File: src/rtl/fpu_addsub_issue.sv
// fpu_addsub_issue
// Issues add/sub requests into a fixed-latency single-precision subtract pipeline
// (which computes op1 - op2 with no input handshake) and collects the results in
// arrival order into a first-word-fall-through response FIFO.
//
// Ports:
//   clk, rstn                      clock, asynchronous active-low reset
//   req_valid/req_ready            request handshake from the core
//   req_op1, req_op2, req_sub      operands; req_sub=0 requests op1 + op2
//   req_tag                        returned alongside the matching response
//   fpu_op1, fpu_op2               registered operands driven into the pipeline
//   fpu_result, fpu_valid          pipeline output; fpu_valid=0 flags underflow
//   rsp_valid/rsp_ready            response handshake (FIFO head)
//   rsp_data, rsp_tag, rsp_uflow   head entry contents (0 when empty)
//   uflow_sticky, uflow_clr        sticky OR of captured underflows and its clear
module fpu_addsub_issue #(
    parameter int unsigned LATENCY = 3,
    parameter int unsigned DEPTH   = 4,
    parameter int unsigned TAGW    = 4
) (
    input  logic            clk,
    input  logic            rstn,
    input  logic            req_valid,
    output logic            req_ready,
    input  logic [31:0]     req_op1,
    input  logic [31:0]     req_op2,
    input  logic            req_sub,
    input  logic [TAGW-1:0] req_tag,
    output logic [31:0]     fpu_op1,
    output logic [31:0]     fpu_op2,
    input  logic [31:0]     fpu_result,
    input  logic            fpu_valid,
    output logic            rsp_valid,
    input  logic            rsp_ready,
    output logic [31:0]     rsp_data,
    output logic [TAGW-1:0] rsp_tag,
    output logic            rsp_uflow,
    output logic            uflow_sticky,
    input  logic            uflow_clr
);

    localparam int unsigned PW = (DEPTH > 1) ? $clog2(DEPTH) : 1;
    localparam int unsigned CW = $clog2(DEPTH + 1);

    logic            accept;
    logic            push;
    logic            pop;

    logic [31:0]     op1_q;
    logic [31:0]     op2_q;

    // Valid bit per pipeline position; bit LATENCY marks a result present on fpu_result.
    logic [LATENCY:0] track_q;
    logic [TAGW-1:0]  tag_pipe_q [LATENCY+1];

    logic [31:0]     inflight;
    logic [31:0]     used;

    logic [31:0]     mem_data  [DEPTH];
    logic [TAGW-1:0] mem_tag   [DEPTH];
    logic [DEPTH-1:0] mem_uflow;
    logic [PW-1:0]   wptr_q;
    logic [PW-1:0]   rptr_q;
    logic [CW-1:0]   count_q;
    logic [CW-1:0]   count_d;

    logic            sticky_q;
    logic            sticky_d;

    // ------------------------------------------------------------------
    // Credit: every in-flight op already owns a FIFO slot, so pushes can
    // never overflow. Both terms are registered, so a pop frees credit
    // only on the following cycle.
    // ------------------------------------------------------------------
    always_comb begin
        inflight = '0;
        for (int unsigned i = 0; i <= LATENCY; i++) begin
            inflight = inflight + 32'(track_q[i]);
        end
        used = 32'(count_q) + inflight;
    end

    assign req_ready = rstn & (used < DEPTH);
    assign accept    = req_valid & req_ready;
    assign push      = track_q[LATENCY];
    assign pop       = rsp_valid & rsp_ready;

    // ------------------------------------------------------------------
    // Operand registers. The pipeline only subtracts, so an add is issued
    // as op1 - (-op2) by flipping the op2 sign.
    // ------------------------------------------------------------------
    always_ff @(posedge clk or negedge rstn) begin
        if (!rstn) begin
            op1_q <= '0;
            op2_q <= '0;
        end else if (accept) begin
            op1_q <= req_op1;
            op2_q <= {req_op2[31] ^ ~req_sub, req_op2[30:0]};
        end
    end

    assign fpu_op1 = op1_q;
    assign fpu_op2 = op2_q;

    // ------------------------------------------------------------------
    // Latency tracker: one extra stage beyond LATENCY because the operands
    // themselves are registered before entering the pipeline.
    // ------------------------------------------------------------------
    always_ff @(posedge clk or negedge rstn) begin
        if (!rstn) begin
            track_q <= '0;
            for (int unsigned i = 0; i <= LATENCY; i++) begin
                tag_pipe_q[i] <= '0;
            end
        end else begin
            track_q <= {track_q[LATENCY-1:0], accept};
            if (accept) begin
                tag_pipe_q[0] <= req_tag;
            end
            for (int unsigned i = 1; i <= LATENCY; i++) begin
                tag_pipe_q[i] <= tag_pipe_q[i-1];
            end
        end
    end

    // ------------------------------------------------------------------
    // Response FIFO (first-word-fall-through)
    // ------------------------------------------------------------------
    always_ff @(posedge clk) begin
        if (push) begin
            mem_data[wptr_q]  <= fpu_result;
            mem_tag[wptr_q]   <= tag_pipe_q[LATENCY];
            mem_uflow[wptr_q] <= ~fpu_valid;
        end
    end

    always_comb begin
        count_d = count_q;
        case ({push, pop})
            2'b10:   count_d = count_q + CW'(1);
            2'b01:   count_d = count_q - CW'(1);
            default: count_d = count_q;
        endcase
    end

    always_ff @(posedge clk or negedge rstn) begin
        if (!rstn) begin
            wptr_q  <= '0;
            rptr_q  <= '0;
            count_q <= '0;
        end else begin
            if (push) begin
                wptr_q <= wptr_q + PW'(1);
            end
            if (pop) begin
                rptr_q <= rptr_q + PW'(1);
            end
            count_q <= count_d;
        end
    end

    assign rsp_valid = (count_q != '0);
    assign rsp_data  = rsp_valid ? mem_data[rptr_q] : '0;
    assign rsp_tag   = rsp_valid ? mem_tag[rptr_q] : '0;
    assign rsp_uflow = rsp_valid ? mem_uflow[rptr_q] : 1'b0;

    // ------------------------------------------------------------------
    // Sticky underflow: a new underflow in the clearing cycle survives.
    // ------------------------------------------------------------------
    assign sticky_d = (sticky_q & ~uflow_clr) | (push & ~fpu_valid);

    always_ff @(posedge clk or negedge rstn) begin
        if (!rstn) begin
            sticky_q <= 1'b0;
        end else begin
            sticky_q <= sticky_d;
        end
    end

    assign uflow_sticky = sticky_q;

    push_no_overflow: assert property (
        @(posedge clk) disable iff (!rstn) push |-> (count_q != CW'(DEPTH))
    );

endmodule

File: config.mk
export PLATFORM = sky130hd
export DESIGN_NAME = fpu_addsub_issue
export DESIGN_NICKNAME = d
export VERILOG_FILES = /design/src/rtl/fpu_addsub_issue.sv
export SDC_FILE = /design/constraint.sdc
export NUM_CORES = 1
export LEC_CHECK = 0
export CAP_MARGIN = 25
export CELL_PAD_IN_SITES_DETAIL_PLACEMENT = 0
export CELL_PAD_IN_SITES_GLOBAL_PLACEMENT = 2
export CORE_UTILIZATION = 36
export DETAILED_ROUTE_END_ITERATION = 8
export GPL_TIMING_DRIVEN = 1
export PLACE_DENSITY = 0.86
export SYNTH_ARGS = -nofsm -noshare
export SYNTH_HDL_FRONTEND = slang
export SYNTH_SLANG_ARGS = --single-unit
File: constraint.sdc
create_clock -name clk -period 2.89 [get_ports clk]
set_input_delay 0.578 -clock clk [delete_from_list [all_inputs] [get_ports clk]]
set_output_delay 0.578 -clock clk [all_outputs]
set_load 0.02 [all_outputs]
==> results of run 1 <==
[logic make-up after synthesis]
group | share of synthesized area, %
flops | 74.9
mux | 17.9
simple gates | 3.25
buf+inv | 1.32
fa+ha+maj | 1.42
xor+xnor | 0.681
compound gates | 0.570
[worst max-delay path: stages (launching register included)]
cell	delay, ns
dfrtp_2	0.42
buf_12	0.22
mux4_2	0.52
and2_1	0.19
dlygate4sd2_1	0.33
[per-layer routing]
layer	routed length (µm)	vias up	share of wire [%]	GRT usage [%]
met5	0	-	0	0
li1	-	2164	-	-
met1	7600	2446	40	18.6
met3	1910	24	10	5.48
met4	305	0	1.6	3.81
met2	9310	218	49	25.4
[final cells by class]
class	count	area share, %
Antenna cell	1	0.0202
Clock buffer	31	5.41
Clock inverter	17	0.749
Inverter	8	0.243
Multi-Input combinational cell	176	17.4
Sequential cell	240	54.6
Tap cell	324	3.28
Timing Repair Buffer	229	18.4
[cells in the final DEF (no fill, tap or decap)]
| cell type | count |
|---|---|
| fa_1 | 2 |
| buf_4 | 14 |
| mux4_2 | 37 |
| edfxtp_1 | 148 |
| clkinv_8 | 1 |
| dlygate4sd2_1 | 37 |
| nand2_1 | 3 |
| clkinv_2 | 7 |
| clkbuf_16 | 26 |
| clkbuf_1 | 5 |
| a21oi_1 | 1 |
| clkinvlp_4 | 2 |
| mux2_2 | 59 |
| dlygate4sd3_1 | 1 |
| nand3_1 | 1 |
| inv_1 | 8 |
| clkinv_1 | 7 |
| and2_1 | 38 |
| a2111oi_4 | 1 |
| clkdlybuf4s50_1 | 171 |
| xnor2_1 | 3 |
| mux2i_1 | 1 |
| o21ai_0 | 1 |
| mux2_1 | 9 |
| nor2_1 | 2 |
| dfrtp_1 | 90 |
| a21o_1 | 1 |
| dfrtp_4 | 1 |
| diode_2 | 1 |
| or3_1 | 1 |
| and2_2 | 4 |
| buf_12 | 6 |
| dfrtp_2 | 1 |
| ha_1 | 7 |
| o22ai_1 | 1 |
| xor2_1 | 4 |
[repair_timing]
item	in CTS	in global routing
hold buffers	1	0
setup endpoints to repair	38	1
buffers inserted	1	0
gates resized for setup	42	1
hold endpoints to repair	12	0
pin swaps	0	0
[state kept, by name (all words and copies together) (netlist names)]
register / cells
track_q: 4
mem_data: 128
rptr_q: 2
wptr_q: 2
uflow_sticky: 1
count_q: 3
fpu_op2: 32
tag_pipe_q: 16
mem_uflow: 4
mem_tag: 16
fpu_op1: 32
[final timing paths]
check	start	endpoint	slack, ns	cells after the start
setup / recovery	rptr_q[0]	rsp_uflow	0.11	4
hold / removal	tag_pipe_q[7]	tag_pipe_q[3]	0.34	0
setup reg to reg	track_q[0]	fpu_op1[31]	0.21	6
hold reg to reg	tag_pipe_q[7]	tag_pipe_q[3]	0.34	0
max in group asynchronous	rstn	fpu_op1[20]	1.08	4
min in group asynchronous	rstn	track_q[0]	0.48	2
[power breakdown]
group	switching, W	leakage, nW	total, W	internal [W]
clock	0.00130	0.372	0.00295	0.00165
sequential	0.000468	2.43	0.00497	0.00450
combinational	0.00239	1.77	0.00495	0.00255
[stage by stage]
step                total power [W]  worst slack (ns)  hold slack [ns]  cell area, µm²
finish                       0.0129             0.109            0.342           12400
global route                 0.0136           0.00708            0.357           12400
CTS                          0.0131            0.0647            0.348           12400
detailed placement           0.0103             0.181            0.335           11600
global placement             0.0102             0.157            0.336           11600
floorplan                   0.00775             0.305            0.282            9010
==> impl_results.md, run 1 <==
* Detailed-router iteration count before antenna repair at 5
* Slew Limit Fails at 0
* Routed Wire Length at 19100 µm
* CTS sink count at 240
* Post-synthesis area per instance at 20.3 µm²
* Initial core utilization at between 30% and 40%
* CTS tree: done
* FF/Latch Area at 0.00675 mm²
* Cts bufs inserted at 26
* Pwr Density at between 1000 and 1500 mW/mm²
* YS warnings at 0
* RSZ-0062 raised after global routing: no
* Root buffer cell: clkbuf_16
* HPWL Detailed at 12700 µm
* Relative slew slack at 59.5%
* Crit Path Max Fanout at 20
* PortBufs at 210
* CP Data Required Time at 2.31 ns
* Period utilisation layout at 96.2%
* # DRC at 0
* Antenna Nets Post-Route at 0
* Placed Cells incl. Taps at around 1000
* Setup violators final at 0
* Status: complete, no violations
* Post-synth EDFFs at about 150
* Final core utilization at approximately half
* Yosys top cell by area: edfxtp_1
* Area delta synth->final at 37.3%
* Worst EP arrival at between 2 and 2.5 ns
* Wirelength per Cell at approximately 19 µm
* Post-DR vias/cell at 4.73
* Clk buf depth at 3
* Most frequent cells after synthesis: edfxtp_1, dfrtp_1, mux2_2
* Number of synthesized register bits at 240
* Worst Hold Class: reg2reg
* Distinct cells, synth at 25
* Post-synthesis sequential area ratio at between 70 and 80%
* DIE AREA at 0.0257 mm²
* Critical path class: reg2out
* CTS H-tree depth at 1
* Worst setup EP type: output port
* Share of layout cells above drive strength 1 at 22.7%
* Syn Inst Count at ~440
* Core footprint at 0.0245 mm²
* Mapped Area at around 0.009 mm²
* Row count at 57
* Synth top area share at between 40% and 50%
* Hold Violations, Final at 0
* Clock Latency Late Sink at 0.53 ns
* Worst vdd ir at about 0.64 mV
* Multi-input gate area at roughly 0.0021 mm²
* Die height at roughly 160 µm
* Fin nets at 797
* Largest net degree at the start of global routing at 66
* Initial drt markers at 221
* First-pass GRT wire length at 30200 µm
* Mapped Nets at 559
* Top FF cell, synth: edfxtp_1
* Achievable Freq at 360 MHz
* Finished Layout Cells at 1026
* Max Cap Viol at 0
* Slew @ Worst Pin at ~0.61 ns
* Count leader, synth: edfxtp_1
* Synth area leaders: edfxtp_1, dfrtp_1, mux4_2, mux2_2, and2_1
* Worst clock skew at slightly above 0.007 ns
* Final setup TNS at 0 ns
* Static leakage at 4.58 nW
* Clock transition at the registers of the reported paths at about 0.060 ns
* Chip width at 160 µm
* Tot GR Track Use at roughly 15%
* Period minus WS final at 2.78 ns
* Vias in the first global route at approximately 5.4k
* Vias after detailed routing at 4852
* Initial antenna violation count at 0
* RePlAce Congestion at approximately 0.75
* Async S/R FF share, synth at 38.3%
* Gr ovfl total at 0
* Fillers at 2013
* IO Pins at 211
* Critical path startpoint category: flip-flop
Power figures use the tool's default switching activity.
==> inputs of run 2 (changes only) <==
--- a/config.mk
+++ b/config.mk
@@ -10,7 +10,6 @@
 export CELL_PAD_IN_SITES_GLOBAL_PLACEMENT = 2
 export CORE_UTILIZATION = 36
 export DETAILED_ROUTE_END_ITERATION = 8
-export GPL_TIMING_DRIVEN = 1
 export PLACE_DENSITY = 0.86
 export SYNTH_ARGS = -nofsm -noshare
 export SYNTH_HDL_FRONTEND = slang
==> results of run 2 <==
No change in the layout: final DEF, timing and power equal those of run 1.
==> inputs of run 3 (changes only) <==
--- a/config.mk
+++ b/config.mk
@@ -8,6 +8,8 @@
 export CAP_MARGIN = 25
 export CELL_PAD_IN_SITES_DETAIL_PLACEMENT = 0
 export CELL_PAD_IN_SITES_GLOBAL_PLACEMENT = 2
+export CORE_ASPECT_RATIO = 0.8
+export CORE_MARGIN = 3
 export CORE_UTILIZATION = 36
 export DETAILED_ROUTE_END_ITERATION = 8
 export PLACE_DENSITY = 0.86
==> impl_results.md, run 3 (same netlist as run 1, synthesis figures left out) <==
* IO Pins at 211 (unchanged)
* GR Util met1 at 18.7% (was 18.6%)
* RePlAce Congestion at 0.731 (was 0.754)
* Pre-CTS setup slack at 0.159 ns (was 0.181 ns)
* Post-DR vias/cell at 4.76 (was 4.73)
* Static leakage at 4.61 nW (was 4.58 nW)
* Achievable Freq at 353 MHz (was 360 MHz)
* Clk buf depth at 3 (unchanged)
* R2r endpoint: fpu_op2[10] (was fpu_op1[31])
* Met2 Use GR at 23.0% (was 25.4%)
* Initial antenna violation count at 0 (unchanged)
* Core footprint at 0.0244 mm² (was 0.0245 mm²)
* Gr ovfl total at 0 (unchanged)
* CP Data Required Time at 2.31 ns (about the same)
* GRT busiest layer: met2 (unchanged)
* Worst R2R Path Depth at 6 (unchanged)
* R2r setup slk at 0.19 ns (was 0.21 ns)
* Pwr Density at 1060 mW/mm² (was 1040 mW/mm²)
* Root buffer cell: clkbuf_16 (unchanged)
* Sequential Power Share at 37.3% (was 38.6%)
* Clock Latency Late Sink at 0.51 ns (was 0.53 ns)
* Status: complete, no violations (unchanged)
* Clock transition at the registers of the reported paths at 0.06 ns (about the same)
* Routed Wire Length at 19400 µm (was 19100 µm)
* Commonest non-fill, non-tap cell in the layout: clkdlybuf4s50_1 (unchanged)
* Cts bufs inserted at 25 (was 26)
* First-pass GRT wire length at 30700 µm (was 30200 µm)
* CTS tree: done (unchanged)
* Worst setup EP type: output port (unchanged)
* Period minus WS final at 2.83 ns (was 2.78 ns)
* Wirelength per Cell at 19.1 µm (was 18.6 µm)
* Relative slew slack at 64.9% (was 59.5%)
* Crit Reg-Reg Startpoint: track_q[0] (unchanged)
* Sw Share at 31.6% (was 32.3%)
* Critical path startpoint category: flip-flop (unchanged)
* PortBufs at 210 (unchanged)
* Tot GR Track Use at 14.5% (was 15.1%)
* Initial drt markers at 167 (was 221)
* CP endpoint: rsp_data[18] (was rsp_uflow)
* Critical path class: reg2out (unchanged)
* Largest register by flop count: mem_data (unchanged)
* Crit Path Max Fanout at 10 (was 20)
* Antenna Nets Post-Route at 0 (unchanged)
* Largest net degree at the start of global routing at 78 (was 66)
* Slew Limit Fails at 0 (unchanged)
* Vias after detailed routing at 4854 (was 4852)
* Max reg flops at 128 (unchanged)
* Fin nets at 799 (was 797)
* HPWL Detailed at 12700 µm (about the same)
* Initial core utilization at 36.9% (was 36.8%)
* DIE AREA at 0.0270 mm² (was 0.0257 mm²)
* Met3 Use GR at 5.88% (was 5.48%)
* Chip width at 183 µm (was 160 µm)
* Share of layout cells above drive strength 1 at 24.7% (was 22.7%)
* CTS sink count at 240 (unchanged)
* # diodes at 0 (was 1)
* # DRC at 0 (unchanged)
* Worst EP arrival at 2.26 ns (was 2.20 ns)
* Worst Hold Class: reg2reg (unchanged)
* Vias in the first global route at 5413 (was 5392)
* Area delta synth->final at 38.1% (was 37.3%)
* Period utilisation layout at 98.0% (was 96.2%)
* Highest-count cells in the layout ignoring fill and taps: clkdlybuf4s50_1, edfxtp_1, dfrtp_1 (unchanged)
* Critical Path Start: rptr_q[0] (unchanged)
* Final setup TNS at 0 ns (unchanged)
* Row count at 51 (was 57)
* Worst vdd ir at 0.634 mV (was 0.640 mV)
* Int Pwr at 0.00898 W (was 0.00870 W)
* Comb pwr share at 38.9% (was 38.4%)
* Setup violators final at 0 (unchanged)
* Detailed-router iteration count before antenna repair at 4 (was 5)
* Worst clock skew at 0.0120 ns (was 0.00706 ns)
* Die height at 147 µm (was 160 µm)
* Slew @ Worst Pin at 0.526 ns (was 0.607 ns)
* CTS H-tree depth at 1 (unchanged)
* Clock network fraction of design power at 23.8% (was 23.0%)
* P_sw at 0.00416 W (about the same)
* Hold Violations, Final at 0 (unchanged)
* Final Worst Setup Slack at 0.0569 ns (was 0.109 ns)
* Max Cap Viol at 0 (unchanged)
run 3: cell types whose count changed in the layout (fill, tap and decap cells not counted), sizes merged, moves of 2 or more:
cell           change
clkinv             -5
dlygate4sd2       -13
buf                +7
clkbuf             -2
bufinv             +3
clkdlybuf4s15      +8
run 3: how the worst min path moves through the flow:
stage                   from            end  slack [ns]  cells past startpoint
2_1_floorplan           rstn     count_q[0]        0.28                      0
3_3_place_gp   tag_pipe_q[5]  tag_pipe_q[1]        0.34                      0
3_5_place_dp   tag_pipe_q[5]  tag_pipe_q[1]        0.33                      0
4_1_cts        tag_pipe_q[9]  tag_pipe_q[5]        0.35                      0
5_1_grt        tag_pipe_q[9]  tag_pipe_q[5]        0.36                      0
6_report       tag_pipe_q[9]  tag_pipe_q[5]        0.35                      0
run 3: per-stage QoR:
step / total power (W) / utilization [%] / hold WS [ns] / std cells / cell area, µm²
6_report: 0.0131 / 50.9 / 0.350 / 1019 / 12400
3_3_place_gp: 0.0102 / 47.4 / 0.337 / 966 / 11600
5_1_grt: 0.0138 / 50.9 / 0.356 / 1019 / 12400
2_1_floorplan: 0.00775 / - / 0.282 / 443 / 9010
4_1_cts: 0.0133 / 50.8 / 0.353 / 1016 / 12400
3_5_place_dp: 0.0103 / 47.4 / 0.335 / 966 / 11600
run 3: what timing repair did:
action / 4_1_cts / 5_1_grt
hold endpoints to repair: 15 / 0
setup endpoints to repair: 38 / 12
gates cloned: 1 / 0
pin swaps: 0 / 0
hold buffers: 1 / 0
resized for setup: 66 / 5
setup buffers: 3 / 2
run 3: routing by layer:
layer / wire, µm / vias to the layer above
met5: 0 / -
met4: 428 / 0
met3: 2110 / 27
met2: 9060 / 220
met1: 7840 / 2442
li1: - / 2165
run 3: power groups by stage:
| stage | logic [W] | registers (W) | clock network, W |
|---|---|---|---|
| floorplan | 0.00231 | 0.00545 | 0 |
| global placement | 0.00524 | 0.00492 | 0 |
| detailed placement | 0.00530 | 0.00498 | 0 |
| CTS | 0.00519 | 0.00492 | 0.00322 |
| global route | 0.00547 | 0.00501 | 0.00335 |
| finish | 0.00512 | 0.00490 | 0.00312 |
run 3: layout make-up:
type                    instances  area [µm²]
inverters                       8        30.0
fillers                      1988       12000
clock buffers                  29         641
flip-flops and latches        240        6750
clock inverters                16         158
repair buffers                232        2320
multi-input cells             176        2150
well taps                     318         398
run 3: worst max-delay path, cell delays in order, from the launching register on:
cell,delay (ns)
dfrtp_2,0.42
buf_4,0.14
bufbuf_16,0.28
mux4_2,0.50
and2_1,0.16
clkdlybuf4s15_2,0.24
